## config.mk

```make
export PLATFORM = sky130hd
export DESIGN_NAME = lr35902_dma_flat
export DESIGN_NICKNAME = d
export VERILOG_FILES = /design/src/rtl/lr35902_dma_if.sv /design/src/rtl/lr35902_dma.sv /design/src/flat_wrapper.sv
export SDC_FILE = /design/constraint.sdc
export NUM_CORES = 1
export LEC_CHECK = 0
export CAP_MARGIN = 15
export CORE_MARGIN = 2
export CORE_UTILIZATION = 37
export CTS_BUF_LIST = sky130_fd_sc_hd__clkbuf_2 sky130_fd_sc_hd__clkbuf_4 sky130_fd_sc_hd__clkbuf_8
export DETAILED_ROUTE_END_ITERATION = 8
export PLACE_DENSITY = 0.86
export SYNTH_ARGS = -nofsm -noshare
export SYNTH_HDL_FRONTEND = slang
export SYNTH_SLANG_ARGS = --single-unit
```

## constraint.sdc

```tcl
create_clock -name clk -period 1.7 [get_ports clk]
set_clock_uncertainty 0.2 [all_clocks]
set_input_delay 0.425 -clock clk [delete_from_list [all_inputs] [get_ports clk]]
set_output_delay 0.425 -clock clk [all_outputs]
set_load 0.005 [all_outputs]
```

## src/rtl/lr35902_dma_if.sv

```systemverilog
// Bus bundle for the LR35902 OAM DMA: CPU register port, source read port and OAM write port.
interface lr35902_dma_if;
    logic [7:0]  din;
    logic [7:0]  dout;
    logic        read;
    logic        write;
    logic [15:0] adr_rd;
    logic        rd;
    logic [7:0]  data_in;
    logic [7:0]  adr_wr;
    logic        wr;
    logic [7:0]  data_out;
    logic        active;

    modport slave (
        input  din, read, write, data_in,
        output dout, adr_rd, rd, adr_wr, wr, data_out, active
    );

    modport master (
        output din, read, write, data_in,
        input  dout, adr_rd, rd, adr_wr, wr, data_out, active
    );
endinterface

```

## src/rtl/lr35902_dma.sv

```systemverilog
// LR35902 OAM DMA engine: copies 160 bytes from {src,00} to OAM, one byte per M-cycle.
// Define LR35902_DMA_START_DELAY_EN to add a one M-cycle START state before the copy.
module lr35902_dma (
    input  logic          clk,
    input  logic          reset,
    lr35902_dma_if.slave  bus
);
    typedef enum logic [1:0] {IDLE, START, XFER} state_t;

    state_t     state_q, state_d;
    logic [1:0] phase_q, phase_d;
    logic [7:0] idx_q, idx_d;
    logic [7:0] src_q, src_d;
    logic [7:0] dataOut_q, dataOut_d;
    logic [7:0] srcMap;

    always_ff @(posedge clk) begin
        if (reset) begin
            state_q   <= IDLE;
            phase_q   <= 2'd0;
            idx_q     <= 8'd0;
            src_q     <= 8'hFF;
            dataOut_q <= 8'h00;
        end else begin
            state_q   <= state_d;
            phase_q   <= phase_d;
            idx_q     <= idx_d;
            src_q     <= src_d;
            dataOut_q <= dataOut_d;
        end
    end

    // Sources at E0xx and above are folded down onto echo WRAM.
    always_comb begin
        srcMap = (src_q >= 8'hE0) ? (src_q - 8'h20) : src_q;
    end

    always_comb begin
        state_d   = state_q;
        phase_d   = phase_q;
        idx_d     = idx_q;
        src_d     = src_q;
        dataOut_d = dataOut_q;

        case (state_q)
`ifdef LR35902_DMA_START_DELAY_EN
            START: begin
                phase_d = phase_q + 2'd1;
                if (phase_q == 2'd3) begin
                    state_d = XFER;
                end
            end
`endif
            XFER: begin
                phase_d = phase_q + 2'd1;
                if (phase_q == 2'd2) begin
                    dataOut_d = bus.data_in;
                end
                if (phase_q == 2'd3) begin
                    if (idx_q == 8'd159) begin
                        state_d = IDLE;
                    end else begin
                        idx_d = idx_q + 8'd1;
                    end
                end
            end
            default: ;
        endcase

        // A CPU write always wins and restarts the copy from the new source.
        if (bus.write) begin
            src_d   = bus.din;
            idx_d   = 8'd0;
            phase_d = 2'd0;
`ifdef LR35902_DMA_START_DELAY_EN
            state_d = START;
`else
            state_d = XFER;
`endif
        end
    end

    assign bus.dout     = src_q;
    assign bus.active   = (state_q != IDLE);
    assign bus.rd       = (state_q == XFER) && (phase_q != 2'd3);
    assign bus.wr       = (state_q == XFER) && (phase_q == 2'd3);
    assign bus.adr_rd   = {srcMap, idx_q};
    assign bus.adr_wr   = idx_q;
    assign bus.data_out = dataOut_q;
endmodule
```

## src/flat_wrapper.sv

```systemverilog
// flat-port wrapper written by rule: the top's interface ports become plain ports
module lr35902_dma_flat 
  (clk, reset, bus_din, bus_read, bus_write, bus_data_in, bus_dout, bus_adr_rd, bus_rd, bus_adr_wr, bus_wr, bus_data_out, bus_active);
  lr35902_dma_if bus_i ();
  input  logic clk;
  input  logic reset;
  input wire logic [$bits(bus_i.din)-1:0] bus_din;
  input wire logic [$bits(bus_i.read)-1:0] bus_read;
  input wire logic [$bits(bus_i.write)-1:0] bus_write;
  input wire logic [$bits(bus_i.data_in)-1:0] bus_data_in;
  output wire logic [$bits(bus_i.dout)-1:0] bus_dout;
  output wire logic [$bits(bus_i.adr_rd)-1:0] bus_adr_rd;
  output wire logic [$bits(bus_i.rd)-1:0] bus_rd;
  output wire logic [$bits(bus_i.adr_wr)-1:0] bus_adr_wr;
  output wire logic [$bits(bus_i.wr)-1:0] bus_wr;
  output wire logic [$bits(bus_i.data_out)-1:0] bus_data_out;
  output wire logic [$bits(bus_i.active)-1:0] bus_active;
  assign bus_i.din = bus_din;
  assign bus_i.read = bus_read;
  assign bus_i.write = bus_write;
  assign bus_i.data_in = bus_data_in;
  assign bus_dout = bus_i.dout;
  assign bus_adr_rd = bus_i.adr_rd;
  assign bus_rd = bus_i.rd;
  assign bus_adr_wr = bus_i.adr_wr;
  assign bus_wr = bus_i.wr;
  assign bus_data_out = bus_i.data_out;
  assign bus_active = bus_i.active;
  lr35902_dma u_core (.clk(clk), .reset(reset), .bus(bus_i));
endmodule
```

==> results by group, run 1 <==
Finish
  – Cell area after layout: about 2200 um2
  – Area Growth Syn to Fin: 80.61%
  – Layout net count: 254
  – Non-filler cells, final: between 200 and 300
  – Layout cells sized above 1: approximately 44%
  – Antenna diodes: 0
  – Final Util: 68.11%

Clocking
  – TritonCTS Buffers: 3
  – Clock root buffer master: clkbuf_4
  – CTS Sinks: 27
  – CTS tree: yes
  – Clock Latency Late Sink: 0.31 ns
  – Cts hold-fix bufs: 0
  – Reg clk slew, reported paths: 0.14 ns
  – CTS Buffer Depth: 2
  – Max H-tree Level: 1

Synth
  – Async S/R FF share, synth: 0%
  – Sequential element share of the synthesized area: between 40% and 50%
  – Flops & latches, synth: 27
  – Syn Inst Count: 139
  – Top-count cell post-synth: dfxtp_1
  – Share of the synthesized area in the top cell type: 43.64%
  – Netlist Area Pre-Place: 1239 um2
  – Number of flops mapped to enable cells by yosys: 0
  – Top post-synthesis cells by area: dfxtp_1 (44%), buf_4 (7.9%), nand2_1 (6.1%), a21oi_1 (5.3%), mux2i_1 (4.8%)
  – Unique masters post-synth: 31
  – Dominant synthesized flop cell: dfxtp_1
  – Synth top cells by count: dfxtp_1 (27), nand2_1 (20), a21oi_1 (13), buf_4 (13), nand3_1 (8)
  – YS warnings: 0
  – Syn avg cell area: 8.911 um2
  – Syn Nets: about 160
  – Leading area contributor after synthesis: dfxtp_1

Worst setup path
  – Cell Chain, Critical Path: inv_2 -> ha_4 -> a31oi_1 -> buf_2
  – CP Max Fanout: 2
  – Slowest-stage cell, CP: dfxtp_2
  – CP endpoint kind: primary output
  – Startpoint Class: flop
  – CP arrival: 1.21 ns
  – Max stage delay on crit path: about 0.36 ns
  – Critical path type: reg -> out
  – Critical path data required time: around 1.1 ns

Die
  – Core ar.: roughly 3300 um2
  – Initial core utilization: 37.71%
  – I/O pin cnt: 63
  – Die height: 61.86 um
  – Die width: 61.86 um
  – Rows: 21
  – Die footprint: 3827 um2

Power and ir drop
  – Leak: 1.011 nW
  – Design Power: approximately 1.1 mW
  – Pwr Density: slightly above 500 nW/um2
  – Peak VDD IR: 0.3663 mV

STA
  – Period utilisation layout: 108.2%
  – Max frequency: between 500 and 600 MHz
  – Final setup fails: 8
  – Final hold violations: 0
  – Fin Hold WS: about 0.26 ns
  – Setup TNS: -0.3992 ns
  – Worst Tran Pin Value: ~0.25 ns
  – Final worst setup slack: -0.1388 ns
  – RSZ-0062 raised after global routing: true
  – Rel. slew slack: 83.37%
  – Pins over their slew limit: 0
  – Fin crit period: 1.839 ns

Routing
  – Metal2 WL: 1.908 mm
  – TritonRoute pass-1 iters: 4
  – Residual DRC count: 0
  – WL/cell: 12.69 um
  – Met1 wire length: 1.413 mm
  – Max Used Layer: met4
  – Avg Vias per Cell: 4.665
  – DR WL met3: 142 um
  – Antenna Violating Nets Remaining: 0
  – Initial drt markers: 30
  – Total number of vias: between 1000 and 1500
  – WL final: 3.491 mm

Placement
  – Placed Area: 1996 um2
  – Pre-CTS setup slack: -0.2764 ns
  – Placed insts: approximately 250
  – IO buf count: slightly above 60
  – Post-detail-place hpwl: 2.408 mm
  – GPL Wtd Cong: 0.8155

Hold path
  – Min-Delay Path Class: reg -> reg

Global route
  – Gr usage total: between 10% and 20%
  – Vias in the first global route: 1179
  – Initial antenna violation count: 0
  – GRT overflow: 0
  – First-pass GRT wire length: between 5 and 6 mm
  – Largest net degree at the start of global routing: 16

Run
  – Max-cap violations: 0

Status
  – Outcome: finished with violations
  – Failing checks: negative setup slack
[per-layer routing]
metal / GRT usage [%] / up-vias
li1: - / 648
met1: 21.35 / 600
met2: 36.39 / 33
met3: 2.484 / 2
met4: 4.559 / 0
met5: 0 / -
[worst max-delay path: cells and delay by family, from the launching register on]
family | cells | cell delay [ns]
DFF | 1 | 0.36
buffers and inverters | 2 | 0.18
adders and majority gates | 1 | 0.22
AOI/OAI and AO/OA | 1 | 0.13
[cell families after synthesis]
family	after synthesis	synth area share [%]
and+or+nand+nor	46	18.59
DFF	27	43.64
AOI/OAI and AO/OA	26	13.33
buffers and inverters	25	11.82
muxes	7	5.758
xor gates and xnor gates	4	2.829
adders and majority gates	4	4.041
[final timing paths]
path	slack (ns)	startpoint	cells after the start	end
max	-0.14	u_core.bus.dout[6]$_SDFFE_PP1P_	4	bus_adr_rd[14]
min	0.26	u_core.bus.data_out[7]$_SDFFE_PP0P_	2	u_core.bus.data_out[7]$_SDFFE_PP0P_
max reg2reg	-0.06	u_core.bus.adr_wr[5]$_SDFFE_PP0P_	6	u_core.bus.adr_wr[3]$_SDFFE_PP0P_
min reg2reg	0.26	u_core.bus.data_out[7]$_SDFFE_PP0P_	2	u_core.bus.data_out[7]$_SDFFE_PP0P_
[layout by cell type, fill, tap and decap left out, types with 4 or more instances in the layout]
master,instances
nor2_1,7
buf_2,4
clkdlybuf4s15_1,13
inv_1,4
mux2i_1,6
dfxtp_4,4
nand3_1,8
dlygate4sd2_1,23
o211ai_1,4
buf_6,7
buf_4,39
nand2_1,20
a21oi_1,11
dfxtp_2,23
clkdlybuf4s50_1,18
[layout make-up]
type | instances | area (um2)
Multi-Input combinational cell | 87 | 638.1
Sequential cell | 27 | 584.3
Clock inverter | 1 | 5.005
Timing Repair Buffer | 104 | 903.4
Clock buffer | 3 | 22.52
Inverter | 7 | 26.28
Fill cell | 255 | 1047
Tap cell | 46 | 57.56
[repair_timing]
item,4_1_cts,5_1_grt
resized for setup,110,19
pin swaps,13,8
setup buffers,16,1
endpoints found under the setup margin,45,24
[report_power, final]
part | switching (mW) | internal (mW) | leakage [nW]
combinational | 0.0804 | 0.121 | 0.765
sequential | 0.0118 | 0.648 | 0.228
clock | 0.182 | 0.0880 | 0.0177
total | 0.274 | 0.856 | 1.01
[registers in the layout, indices dropped and copies added, names as in the netlist]
signal and flops:
u_core.bus.adr_wr 8, u_core.bus.data_out 8, u_core.bus.dout 8, u_core.phase_q 2
u_core.state_q 1
No activity file was read; power rests on OpenSTA's default activity.
==> inputs of run 2 (changes only) <==
--- a/config.mk
+++ b/config.mk
@@ -6,10 +6,12 @@
 export NUM_CORES = 1
 export LEC_CHECK = 0
 export CAP_MARGIN = 15
+export CORE_ASPECT_RATIO = 0.8
 export CORE_MARGIN = 2
 export CORE_UTILIZATION = 37
 export CTS_BUF_LIST = sky130_fd_sc_hd__clkbuf_2 sky130_fd_sc_hd__clkbuf_4 sky130_fd_sc_hd__clkbuf_8
 export DETAILED_ROUTE_END_ITERATION = 8
+export GPL_ROUTABILITY_DRIVEN = 0
 export PLACE_DENSITY = 0.86
 export SYNTH_ARGS = -nofsm -noshare
 export SYNTH_HDL_FRONTEND = slang
==> results by group, run 2 (synthesized netlist as in run 1, its figures left out) <==
Worst setup path
  – CP Max Fanout: 2
  – Startpoint Class: flop
  – Max stage delay on crit path: between 0.3 and 0.4 ns
  – Flop2flop setup slack: 0.03 ns
  – FF-to-FF Start: u_core.bus.adr_wr[5]$_SDFFE_PP0P_
  – Slowest-stage cell, CP: dfxtp_2
  – Critical path data required time: between 1 and 1.5 ns
  – CP arrival: 1.14 ns
  – R2r worst-path depth: 5
  – RR Endpoint: u_core.bus.adr_wr[3]$_SDFFE_PP0P_
  – Critical path type: reg -> out
  – CP endpoint kind: primary output
  – Cell Chain, Critical Path: inv_2 -> ha_4 -> a31oi_1 -> buf_2

Global route
  – Vias in the first global route: 1157
  – First-pass GRT wire length: 5.175 mm
  – Initial antenna violation count: 0
  – GRT overflow: 0
  – Largest net degree at the start of global routing: 15
  – Gr usage total: 17.54%

Routing
  – Avg Vias per Cell: around 4.7
  – TritonRoute pass-1 iters: 4
  – Residual DRC count: 0
  – Total number of vias: 1250
  – WL/cell: 13.11 um
  – Initial drt markers: 33
  – WL final: 3.474 mm
  – Antenna Violating Nets Remaining: 0

Status
  – Failing checks: negative setup slack
  – Outcome: finished with violations

Hold path
  – Min-Delay Path Class: reg -> reg
  – Hold Startpoint: u_core.bus.data_out[4]$_SDFFE_PP0P_
  – Worst hold path endpoint: u_core.bus.data_out[4]$_SDFFE_PP0P_
  – Hold Path Stages: 2

Finish
  – Area Growth Syn to Fin: 76.26%
  – Fillers: 259
  – Commonest non-fill, non-tap cells in the layout: dlygate4sd2_1 (37), buf_4 (35), nand2_1 (20), dfxtp_2 (20), clkdlybuf4s50_1 (18)
  – Antenna diodes: 0
  – Final Util: between 60% and 70%
  – Layout net count: 250
  – Multi-input combinational cell area: about 620 um2
  – FF+latch area: 580.6 um2
  – Non-filler cells, final: 265
  – Commonest non-fill, non-tap cell in the layout: dlygate4sd2_1
  – Cell area after layout: 2183 um2
  – Layout cells sized above 1: 39.11%

Power and ir drop
  – Sw power: between 0.2 and 0.3 mW
  – Pwr Density: 576.0 nW/um2
  – Flop pwr share: between 50% and 60%
  – Clock share of power: 31.2%
  – Gate power share: between 10% and 20%
  – Leak: 1.023 nW
  – Peak VDD IR: 0.5464 mV
  – Sw Share: 23.75%
  – Internal power: 0.9589 mW

Run
  – Max-cap violations: 0

Die
  – I/O pin cnt: 63
  – Die width: a little under 70 um
  – Die footprint: between 3000 and 4000 um2
  – Rows: 18
  – Die height: approximately 56 um
  – Core ar.: 3131 um2
  – Initial core utilization: 39.57%

STA
  – Final setup fails: 2
  – Setup TNS: -0.08749 ns
  – RSZ-0062 raised after global routing: true
  – Final worst setup slack: -0.06032 ns
  – Rel. slew slack: 82.84%
  – Fin crit period: about 1.8 ns
  – Period utilisation layout: 103.5%
  – Max frequency: 568.1 MHz
  – Final hold violations: 0
  – Pins over their slew limit: 0
  – Worst Tran Pin Value: 0.2567 ns

Clocking
  – Reg clk slew, reported paths: 0.09 ns
  – Clock root buffer master: clkbuf_8
  – CTS tree: yes
  – Clock Latency Late Sink: about 0.28 ns
  – CTS Buffer Depth: 2
  – CTS Sinks: 27
  – Cts hold-fix bufs: 0
  – Max H-tree Level: 1
  – TritonCTS Buffers: 3

Placement
  – Placed Area: 1981 um2
  – Post-detail-place hpwl: 2.348 mm
  – IO buf count: 61
  – Pre-CTS setup slack: -0.2567 ns
  – Placed insts: 247
-- run 2: worst max-delay path: cells and delay by family (launching register included) --
family,cells,cell delay [ns]
flops,1,0.34
fa+ha+maj,1,0.22
buf+inv,2,0.18
compound gates,1,0.11
-- run 2: worst max path at each step --
| stage | from | endpoint | slack [ns] |
|---|---|---|---|
| floorplan | u_core.bus.adr_wr[7]$_SDFFE_PP0P_ | u_core.bus.adr_wr[4]$_SDFFE_PP0P_ | 0.007 |
| global placement | u_core.bus.dout[5]$_SDFFE_PP1P_ | bus_adr_rd[14] | -0.24 |
| detailed placement | u_core.bus.dout[5]$_SDFFE_PP1P_ | bus_adr_rd[14] | -0.26 |
| CTS | u_core.bus.dout[6]$_SDFFE_PP1P_ | bus_adr_rd[14] | -0.14 |
| global route | u_core.bus.dout[6]$_SDFFE_PP1P_ | bus_adr_rd[14] | -0.13 |
| finish | u_core.bus.dout[6]$_SDFFE_PP1P_ | bus_adr_rd[14] | -0.06 |
-- run 2: layout make-up --
type | instances | area share (%)
Clock buffer | 4 | 2.235
Inverter | 7 | 1.203
Multi-Input combinational cell | 87 | 28.48
Sequential cell | 27 | 26.59
Tap cell | 40 | 2.292
Timing Repair Buffer | 100 | 39.20
-- run 2: layer usage --
| layer | wire [um] | share of wire (%) | vias to the layer above | global-route usage, % |
|---|---|---|---|---|
| met5 | 0 | 0 | - | 0 |
| met4 | 53 | 1.5 | 0 | 3.922 |
| met3 | 248 | 7.1 | 6 | 6.883 |
| met2 | 1719 | 49 | 37 | 28.85 |
| met1 | 1452 | 42 | 570 | 21.33 |
| li1 | - | - | 637 | - |
-- run 2: power by group through the flow --
stage	Sequential, mW	Clock, mW	Combinational (mW)
final	0.658	0.392	0.208
after global routing	0.661	0.427	0.227
after detailed placement	0.677	0	0.209
after CTS	0.657	0.390	0.198
after global placement	0.676	0	0.205
after floorplan	0.679	0	0.0706
-- run 2: through the flow --
stage | hold slack, ns | power [mW]
2_1_floorplan | 0.2527 | 0.7492
3_3_place_gp | 0.2398 | 0.8813
3_5_place_dp | 0.2457 | 0.8860
4_1_cts | 0.2553 | 1.245
5_1_grt | 0.2712 | 1.315
6_report | 0.2524 | 1.258
-- run 2: repair_timing --
action	in CTS	in global routing
endpoints found under the setup margin	44	11
gates resized for setup	89	13
buffers inserted	10	4
pin swaps	2	8
